### config.mk
export PLATFORM = sky130hd
export DESIGN_NAME = hsv_to_rgb565_flat
export DESIGN_NICKNAME = d
export VERILOG_FILES = /design/src/rtl/hsv_to_rgb565_if.sv /design/src/rtl/hsv_to_rgb565.sv /design/src/flat_wrapper.sv
export SDC_FILE = /design/constraint.sdc
export NUM_CORES = 1
export LEC_CHECK = 0
export ABC_CLOCK_PERIOD_IN_PS = 19800
export CAP_MARGIN = 20
export CORE_ASPECT_RATIO = 1.75
export CORE_MARGIN = 8
export CORE_UTILIZATION = 59
export DETAILED_ROUTE_END_ITERATION = 8
export HOLD_SLACK_MARGIN = 0.03
export PLACE_DENSITY = 0.84
export SLEW_MARGIN = 30
export SYNTH_ARGS = -nofsm -noshare
export SYNTH_HDL_FRONTEND = slang
export SYNTH_SLANG_ARGS = --single-unit
### constraint.sdc
create_clock -name clk -period 19.8 [get_ports clk]
set_clock_uncertainty 0.2 [all_clocks]
set_input_delay 2.97 -clock clk [delete_from_list [all_inputs] [get_ports clk]]
set_output_delay 2.97 -clock clk [all_outputs]
set_load 0.01 [all_outputs]
### src/rtl/hsv_to_rgb565_if.sv
// Stream bundle for the HSV -> RGB565 converter: an HSV input stream and an
// RGB565 output stream.
// Handshake: a beat transfers on a rising clk edge where valid & ready are both
// 1. A producer holds valid and its data stable until that transfer. Ready may
// depend combinationally on the consumer's state.
interface hsv_to_rgb565_if;
  logic       in_valid;
  logic       in_ready;
  logic [8:0] h_data;
  logic [7:0] s_data;
  logic [7:0] v_data;
  logic       out_valid;
  logic       out_ready;
  logic [4:0] r_data;
  logic [5:0] g_data;
  logic [4:0] b_data;

  // Converter side: consumes HSV and produces RGB565.
  modport slave (
    input  in_valid, h_data, s_data, v_data, out_ready,
    output in_ready, out_valid, r_data, g_data, b_data
  );

  // Environment side: produces HSV and consumes RGB565.
  modport master (
    output in_valid, h_data, s_data, v_data, out_ready,
    input  in_ready, out_valid, r_data, g_data, b_data
  );
endinterface

### src/rtl/hsv_to_rgb565.sv
// Three-stage pipelined HSV -> RGB565 converter with global-stall backpressure
// and a counter of completed output transfers.
module hsv_to_rgb565 #(
  parameter int CNT_W = 16
) (
  input  logic             clk,
  input  logic             reset_n,
  hsv_to_rgb565_if.slave   bus,
  output logic [CNT_W-1:0] pix_cnt
);

  // Global enable: the whole pipe advances when the output slot is free or draining.
  logic w_en;

  // Stage 1 registers
  logic       r_s1_valid;
  logic [2:0] r_s1_sector;
  logic [5:0] r_s1_f;
  logic [7:0] r_s1_s;
  logic [7:0] r_s1_v;

  // Stage 2 registers
  logic       r_s2_valid;
  logic [2:0] r_s2_sector;
  logic [7:0] r_s2_p;
  logic [7:0] r_s2_q;
  logic [7:0] r_s2_t;
  logic [7:0] r_s2_v;

  // Stage 3 (output) registers
  logic             r_s3_valid;
  logic [4:0]       r_r;
  logic [5:0]       r_g;
  logic [4:0]       r_b;
  logic [CNT_W-1:0] r_pix_cnt;

  // Combinational stage results
  logic [8:0] w_hw;
  logic [8:0] w_base;
  logic [2:0] w_sector;
  logic [5:0] w_f;
  logic [7:0] w_p;
  logic [7:0] w_q;
  logic [7:0] w_t;
  logic [4:0] w_r;
  logic [5:0] w_g;
  logic [4:0] w_b;

  assign w_en         = bus.out_ready | ~r_s3_valid;
  assign bus.in_ready = w_en;
  assign bus.out_valid = r_s3_valid;
  assign bus.r_data   = r_r;
  assign bus.g_data   = r_g;
  assign bus.b_data   = r_b;
  assign pix_cnt      = r_pix_cnt;

  // Stage 1 logic: fold hue into 0..359, then find the 60-degree sector and offset.
  always_comb begin
    w_hw     = (bus.h_data >= 9'd360) ? (bus.h_data - 9'd360) : bus.h_data;
    w_sector = 3'd5;
    w_base   = 9'd300;
    if (w_hw < 9'd60) begin
      w_sector = 3'd0;
      w_base   = 9'd0;
    end else if (w_hw < 9'd120) begin
      w_sector = 3'd1;
      w_base   = 9'd60;
    end else if (w_hw < 9'd180) begin
      w_sector = 3'd2;
      w_base   = 9'd120;
    end else if (w_hw < 9'd240) begin
      w_sector = 3'd3;
      w_base   = 9'd180;
    end else if (w_hw < 9'd300) begin
      w_sector = 3'd4;
      w_base   = 9'd240;
    end
    w_f = 6'(w_hw - w_base);
  end

  // Stage 2 logic: p/q/t with floor division; 18-bit products cannot overflow (max 65025).
  always_comb begin
    w_p = 8'((18'(r_s1_v) * (18'd255 - 18'(r_s1_s))) / 18'd255);
    w_q = 8'((18'(r_s1_v) *
              (18'd255 - (18'(r_s1_s) * 18'(r_s1_f)) / 18'd60)) / 18'd255);
    w_t = 8'((18'(r_s1_v) *
              (18'd255 - (18'(r_s1_s) * (18'd60 - 18'(r_s1_f))) / 18'd60)) / 18'd255);
  end

  // Stage 3 logic: route p/q/t/v to R/G/B by sector and truncate to 5/6/5 bits.
  always_comb begin
    w_r = r_s2_v[7:3];
    w_g = r_s2_p[7:2];
    w_b = r_s2_q[7:3];
    case (r_s2_sector)
      3'd0: begin w_r = r_s2_v[7:3]; w_g = r_s2_t[7:2]; w_b = r_s2_p[7:3]; end
      3'd1: begin w_r = r_s2_q[7:3]; w_g = r_s2_v[7:2]; w_b = r_s2_p[7:3]; end
      3'd2: begin w_r = r_s2_p[7:3]; w_g = r_s2_v[7:2]; w_b = r_s2_t[7:3]; end
      3'd3: begin w_r = r_s2_p[7:3]; w_g = r_s2_q[7:2]; w_b = r_s2_v[7:3]; end
      3'd4: begin w_r = r_s2_t[7:3]; w_g = r_s2_p[7:2]; w_b = r_s2_v[7:3]; end
      default: begin w_r = r_s2_v[7:3]; w_g = r_s2_p[7:2]; w_b = r_s2_q[7:3]; end
    endcase
  end

  // Pipeline registers: all stages shift together on w_en, bubbles included.
  always_ff @(posedge clk or negedge reset_n) begin
    if (!reset_n) begin
      r_s1_valid  <= 1'b0;
      r_s1_sector <= 3'd0;
      r_s1_f      <= 6'd0;
      r_s1_s      <= 8'd0;
      r_s1_v      <= 8'd0;
      r_s2_valid  <= 1'b0;
      r_s2_sector <= 3'd0;
      r_s2_p      <= 8'd0;
      r_s2_q      <= 8'd0;
      r_s2_t      <= 8'd0;
      r_s2_v      <= 8'd0;
      r_s3_valid  <= 1'b0;
      r_r         <= 5'd0;
      r_g         <= 6'd0;
      r_b         <= 5'd0;
    end else if (w_en) begin
      r_s1_valid  <= bus.in_valid;
      r_s1_sector <= w_sector;
      r_s1_f      <= w_f;
      r_s1_s      <= bus.s_data;
      r_s1_v      <= bus.v_data;
      r_s2_valid  <= r_s1_valid;
      r_s2_sector <= r_s1_sector;
      r_s2_p      <= w_p;
      r_s2_q      <= w_q;
      r_s2_t      <= w_t;
      r_s2_v      <= r_s1_v;
      r_s3_valid  <= r_s2_valid;
      r_r         <= w_r;
      r_g         <= w_g;
      r_b         <= w_b;
    end
  end

  // Output transfer counter, wraps naturally at all-ones.
  always_ff @(posedge clk or negedge reset_n) begin
    if (!reset_n) begin
      r_pix_cnt <= '0;
    end else if (r_s3_valid && bus.out_ready) begin
      r_pix_cnt <= r_pix_cnt + CNT_W'(1);
    end
  end

endmodule
### src/flat_wrapper.sv
// flat-port wrapper written by rule: the top's interface ports become plain ports
module hsv_to_rgb565_flat 
#(
  parameter int CNT_W = 16
)
  (clk, reset_n, pix_cnt, bus_in_valid, bus_h_data, bus_s_data, bus_v_data, bus_out_ready, bus_in_ready, bus_out_valid, bus_r_data, bus_g_data, bus_b_data);
  hsv_to_rgb565_if bus_i ();
  input  logic clk;
  input  logic reset_n;
  output logic [CNT_W-1:0] pix_cnt;
  input wire logic [$bits(bus_i.in_valid)-1:0] bus_in_valid;
  input wire logic [$bits(bus_i.h_data)-1:0] bus_h_data;
  input wire logic [$bits(bus_i.s_data)-1:0] bus_s_data;
  input wire logic [$bits(bus_i.v_data)-1:0] bus_v_data;
  input wire logic [$bits(bus_i.out_ready)-1:0] bus_out_ready;
  output wire logic [$bits(bus_i.in_ready)-1:0] bus_in_ready;
  output wire logic [$bits(bus_i.out_valid)-1:0] bus_out_valid;
  output wire logic [$bits(bus_i.r_data)-1:0] bus_r_data;
  output wire logic [$bits(bus_i.g_data)-1:0] bus_g_data;
  output wire logic [$bits(bus_i.b_data)-1:0] bus_b_data;
  assign bus_i.in_valid = bus_in_valid;
  assign bus_i.h_data = bus_h_data;
  assign bus_i.s_data = bus_s_data;
  assign bus_i.v_data = bus_v_data;
  assign bus_i.out_ready = bus_out_ready;
  assign bus_in_ready = bus_i.in_ready;
  assign bus_out_valid = bus_i.out_valid;
  assign bus_r_data = bus_i.r_data;
  assign bus_g_data = bus_i.g_data;
  assign bus_b_data = bus_i.b_data;
  hsv_to_rgb565 #(.CNT_W(CNT_W)) u_core (.clk(clk), .reset_n(reset_n), .bus(bus_i), .pix_cnt(pix_cnt));
endmodule
* Word level (Yosys, flattened, before mapping)
Index checks and enable logic that the tools add are counted. Widths: inputs -> output; s select.
Storage, ports and cells: bits in registers 95, bits of input ports 29, logic and storage cells 65, output and inout bits 34
Operators by class: $mul 5, divide/modulo/power cells 5, eq/ne operators 4, bitwise logic cells 2, add/subtract/negate cells 7, order comparisons 6, reductions and logical operators 6, muxes and demuxes 14
Operators by type and width (count):
- $mul 8x18->18 | 4
- $div 18x8->18 const B | 3
- $sub 8x18->18 const A | 2
- $pmux 5 s3 | 2
- $mux 6 | 4
- $div 14x6->18 const B | 1
- $div 18x6->18 const B | 1
- $lt 9x8->1 const B | 2
- $pmux 6 s3 | 1
- $add 16x1->16 const B | 1
- $mul 8x6->14 | 1
- $mux 3 | 4
- $ge 9x9->1 const B | 1
- $lt 9x6->1 const B | 1
- $lt 9x7->1 const B | 1
- $lt 9x9->1 const B | 1
- $mux 9 | 1
- $sub 8x8->9 const A | 1
- $sub 9x9->9 const B | 1
- $reduce_or 2->1 | 4
- $sub 6x6->7 const A | 1
- $eq 3x2->1 const B | 2
- $sub 6x6->6 | 1
- $mux 5 | 1
- other kinds (7) | 7

* Depth between registers and ports, before layout
depth after elaboration 9, mapped depth 83, depth with buffers taken out 74

* Worst setup path after synthesis
OpenSTA, ideal clock, no wires.
path type register to register, start reg u_core.r_s1_f[0], end reg u_core.r_s2_t[2], path buffers 9, clock period less this slack 19.281 ns, setup time 0.135 ns, arrival 18.946 ns, cell stages (with the launch flop) 78, required time 19.465 ns, setup slack 0.519 ns, cell sequence dfrtp_1 -> clkbuf_1 -> inv_1 -> ha_1 -> nor2_1 -> and3_1 -> clkbuf_1 -> nand2_1 -> fa_1 -> fa_1 -> inv_1 -> fa_1 -> inv_1 -> fa_1 -> inv_1 -> ha_1 -> buf_2 -> a21oi_1 -> [42 not listed] -> nor2_1 -> a21oi_1 -> nor2_1 -> and3_1 -> nor4_2 -> o32ai_2 -> or4b_1 -> buf_4 -> nor4b_2 -> o31ai_1 -> a211o_1 -> o31a_1 -> mux2i_1 -> or4_1 -> a22oi_1 -> a21oi_1 -> o211ai_1 -> o211ai_2
Between the ends: cells in the longest elaborated chain, start to end 6
RTL lines:
- start, declared | RTL line hsv_to_rgb565.sv:18 | logic [5:0] r_s1_f;
- start signal, assigned | RTL line hsv_to_rgb565.sv:126 | r_s1_f <= w_f;
- $sub 6x6->7 | RTL line hsv_to_rgb565.sv:87 | (18'd255 - (18'(r_s1_s) * (18'd60 - 18'(r_s1_f))) / 18'd60)) / 18'd255);
- $mul 8x18->18 | RTL line hsv_to_rgb565.sv:87
- $div 18x6->18 | RTL line hsv_to_rgb565.sv:87
- $sub 8x18->18 | RTL line hsv_to_rgb565.sv:87
- $mul 8x18->18 | RTL line hsv_to_rgb565.sv:86 | w_t = 8'((18'(r_s1_v) *
- $div 18x8->18 | RTL line hsv_to_rgb565.sv:87
- end signal, assigned | RTL line hsv_to_rgb565.sv:133 | r_s2_t <= w_t;
- end, declared | RTL line hsv_to_rgb565.sv:27 | logic [7:0] r_s2_t;
Every way passes these cells. A chain may end at the register's enable or synchronous reset.

* Worst setup path in the final report
start reg u_core.r_s1_f[1], end reg u_core.r_s2_t[2]
The elaborated chain is that of the path after synthesis.

==> flow_summary_export.csv <==
group,metric,value,unit
logic_synthesis,synth_area,24000,um^2
cts,clock_latency,0.39,ns
floorplan,ioPinCount,63,
detailed_routing,wl,69.6,mm
cts,cts_buffers,9,
timing,fin_crit,19.06,ns
cts,cts-root-buf,"clkbuf_16",
layout,fin_nets,3549,
global_route,grt_pass1_vias,23977,
timing,fmax,52.5,MHz
cts,cts_hold_buf,0,
placed_design,placed_area,25400,um^2
layout,final_core_util,65.0,%
cts,clkSinkCount,87,
logic_synthesis,syn_area_per_cell,7.84,um^2
layout,multi_input_area,20500,um^2
timing,fin_crit_sh,96.3,%
floorplan,rows,98,
detailed_routing,wl_per_cell,19.2,um
logic_synthesis,syn_nets,3493,
floorplan,start_util,59.4,%
floorplan,chipWidth,169,um
setup_path,worstPathMaxFanout,11,
setup_path,slowest_delay,0.61,ns
layout,regArea,2180,um^2
hold_path,min_path_cells,1,
detailed_routing,initialDrtViolationCount,2012,
outcome,status,"finished clean",
layout,drive_gt1_share,9.09,%
setup_path,crit_path_end_kind,"flip-flop",
logic_synthesis,synth_cells,3063,
cts,cts_buffer_depth,2,
detailed_routing,viasPerCell,6.45,
detailed_routing,ant_nets,0,
hold_path,hp-class,"flip-flop to flip-flop",
logic_synthesis,synth_warnings,0,
placed_design,place_congestion,0.975,
cts,htreeDepth,3,
logic_synthesis,synth-seq-cells,87,
placed_design,io_buffers,62,
layout,nFillCells,3301,
timing,worst_slack,0.740,ns
detailed_routing,vias,23393,
global_route,grt_util_all_layers,28.9,%
cts,cts.clk_slew.worst_paths,0.10,ns
timing,setup_viol,0,
setup_path,r2r_cells,71,
timing,timing_worst_slew_pin_value,0.977,ns
setup_path,cp_slowest_cell,"or4_1",
logic_synthesis,synth_top_flop_cell,"dfrtp_1",
logic_synthesis,synth_edf_count,0,
global_route,grt_start_max_net_pins,62,
timing,slew_headroom,34.4,%
floorplan,coreArea,40500,um^2
detailed_routing,drc,0,
detailed_routing,drt-pass1-iter-count,8,
setup_path,required,19.87,ns
setup_path,crit_top_cell,"inv_1",
setup_path,cp_data_arrival_time,19.13,ns
floorplan,dieArea,47700,um^2
timing,final_hold_viol_count,0,
layout,syn2layout_area_growth,9.49,%
timing,tns,0,ns
placed_design,pre_cts_ws,-0.613,ns
logic_synthesis,ys_seq_area_share,9.06,%
placed_design,post-dp-hpwl,54.3,mm
setup_path,critPathKind,"flip-flop to flip-flop",
global_route,grt_overflow_total,0,
logic_synthesis,synth.distinct_cells,116,
global_route,antenna_found_initial,1,
logic_synthesis,async_flop_share,100,%
global_route,grt_pass1_wl,115,mm
flow_run,maxCapViolations,0,
floorplan,die_y,283,um
timing,slew_violations,0,
setup_path,startpoint_type,"flip-flop",
layout,stdcell_area,26300,um^2
cts,cts_tree,"done",
[critical path: cells and delay by family (launching register included)]
family | cells | cell delay, ns
AO/OA/AOI/OAI | 30 | 7.29
adder cells (fa/ha/maj) | 11 | 4.81
AND/OR/NAND/NOR | 14 | 3.31
multiplexers | 6 | 2.00
buffers and inverters | 10 | 0.85
flip-flops | 1 | 0.46
[cells in the mapped netlist (34+ instances only)]
cell,instances,area share (%)
nand2_1,387,6.0
inv_1,344,5.4
fa_1,253,21
nor2_1,186,2.9
and2_1,163,4.2
a21oi_1,162,3.4
ha_1,148,7.7
xnor2_1,107,3.9
o21ai_0,99,2.1
clkbuf_1,98,1.5
dfrtp_1,87,9.1
nor3_1,66,1.4
nor2b_1,64,1.7
nand3_1,61,1.3
nand2b_1,57,1.5
a211oi_1,51,1.6
xor2_1,40,1.5
o211ai_1,36,1.1
a31oi_1,34,0.89
[kinds of logic after synthesis]
group	after synthesis	share of synthesized area [%]
XOR/XNOR	156	6.14
multiplexers	51	2.26
AO/OA/AOI/OAI	740	21.9
AND/OR/NAND/NOR	1161	24.3
flip-flops	87	9.06
buffers and inverters	464	7.43
adder cells (fa/ha/maj)	404	28.9
[layout make-up]
cell class	instances	area share (%)
clock inverter	7	0.304
antenna	1	0.00952
tap	500	2.38
multi-input combinational	2514	78.0
sequential	87	8.30
clock buffer	9	0.856
inverter	345	4.92
timing repair buffer	162	5.20
[layout by cell type (no fill, tap or decap), types with 14 or more instances in the layout]
cell type / instances
dfrtp_1: 82
nand2b_1: 57
and2_1: 163
ha_1: 146
o211ai_1: 36
nor4_1: 18
o211a_1: 17
o22ai_1: 18
and3_1: 26
o21ai_1: 19
nand2_1: 385
a211o_1: 15
or2_2: 24
xnor2_1: 102
clkdlybuf4s50_1: 61
a211oi_1: 47
o31ai_1: 15
mux2_2: 16
a21oi_1: 155
nor2b_1: 63
mux2i_1: 24
a21o_1: 29
nand4_1: 21
o21bai_1: 14
nand3_1: 60
o21ai_0: 97
inv_1: 343
buf_4: 101
or3_1: 21
o21a_1: 30
fa_1: 252
xor2_1: 39
a31oi_1: 32
nor3_1: 65
nor2_1: 182
[registers in the layout, summed over array words and instances (netlist names)]
name / count
u_core.r_s2_valid: 1
u_core.bus.g_data: 6
u_core.r_s2_t: 6
u_core.r_s2_sector: 3
u_core.r_s1_sector: 3
u_core.bus.r_data: 5
u_core.r_s2_q: 6
u_core.r_s1_valid: 1
u_core.bus.out_valid: 1
u_core.bus.b_data: 5
u_core.pix_cnt: 16
u_core.r_s1_f: 6
u_core.r_s2_p: 6
u_core.r_s1_v: 8
u_core.r_s2_v: 6
u_core.r_s1_s: 8
[path summary, 6_finish.rpt]
check / slack, ns / from / endpoint
max: 0.74 / u_core.r_s1_f[1] / u_core.r_s2_t[2]
min: 0.27 / u_core.r_s2_valid / u_core.bus.out_valid
max reg2reg: 0.74 / u_core.r_s1_f[1] / u_core.r_s2_t[2]
min reg2reg: 0.27 / u_core.r_s2_valid / u_core.bus.out_valid
max in group asynchronous: 15.90 / reset_n / u_core.r_s1_v[3]
min in group asynchronous: 2.38 / reset_n / u_core.pix_cnt[0]
[layer usage]
metal  part of all wire, %  vias up  track usage [%]
li1                      -    10715                -
met1                    35    11396             29.2
met2                    53      936             53.5
met3                   5.1      346             3.75
met4                   7.1        0             20.6
met5                     0        -                0
[what timing repair did]
action,CTS,global route
pin swaps,4,17
resized for setup,14,68
setup buffers,7,16
cloned,2,0
setup endpoints to repair,3,6
[metrics by stage]
step	hold slack (ns)	std cells
6_report	0.268	3625
5_1_grt	0.283	3624
4_1_cts	0.267	3608
3_5_place_dp	0.258	3583
3_3_place_gp	0.245	3583
2_1_floorplan	0.230	3063
Power is left out: the tool's default activity adds up to more than one toggle a clock period on the data nets, which glitch-free logic cannot reach.
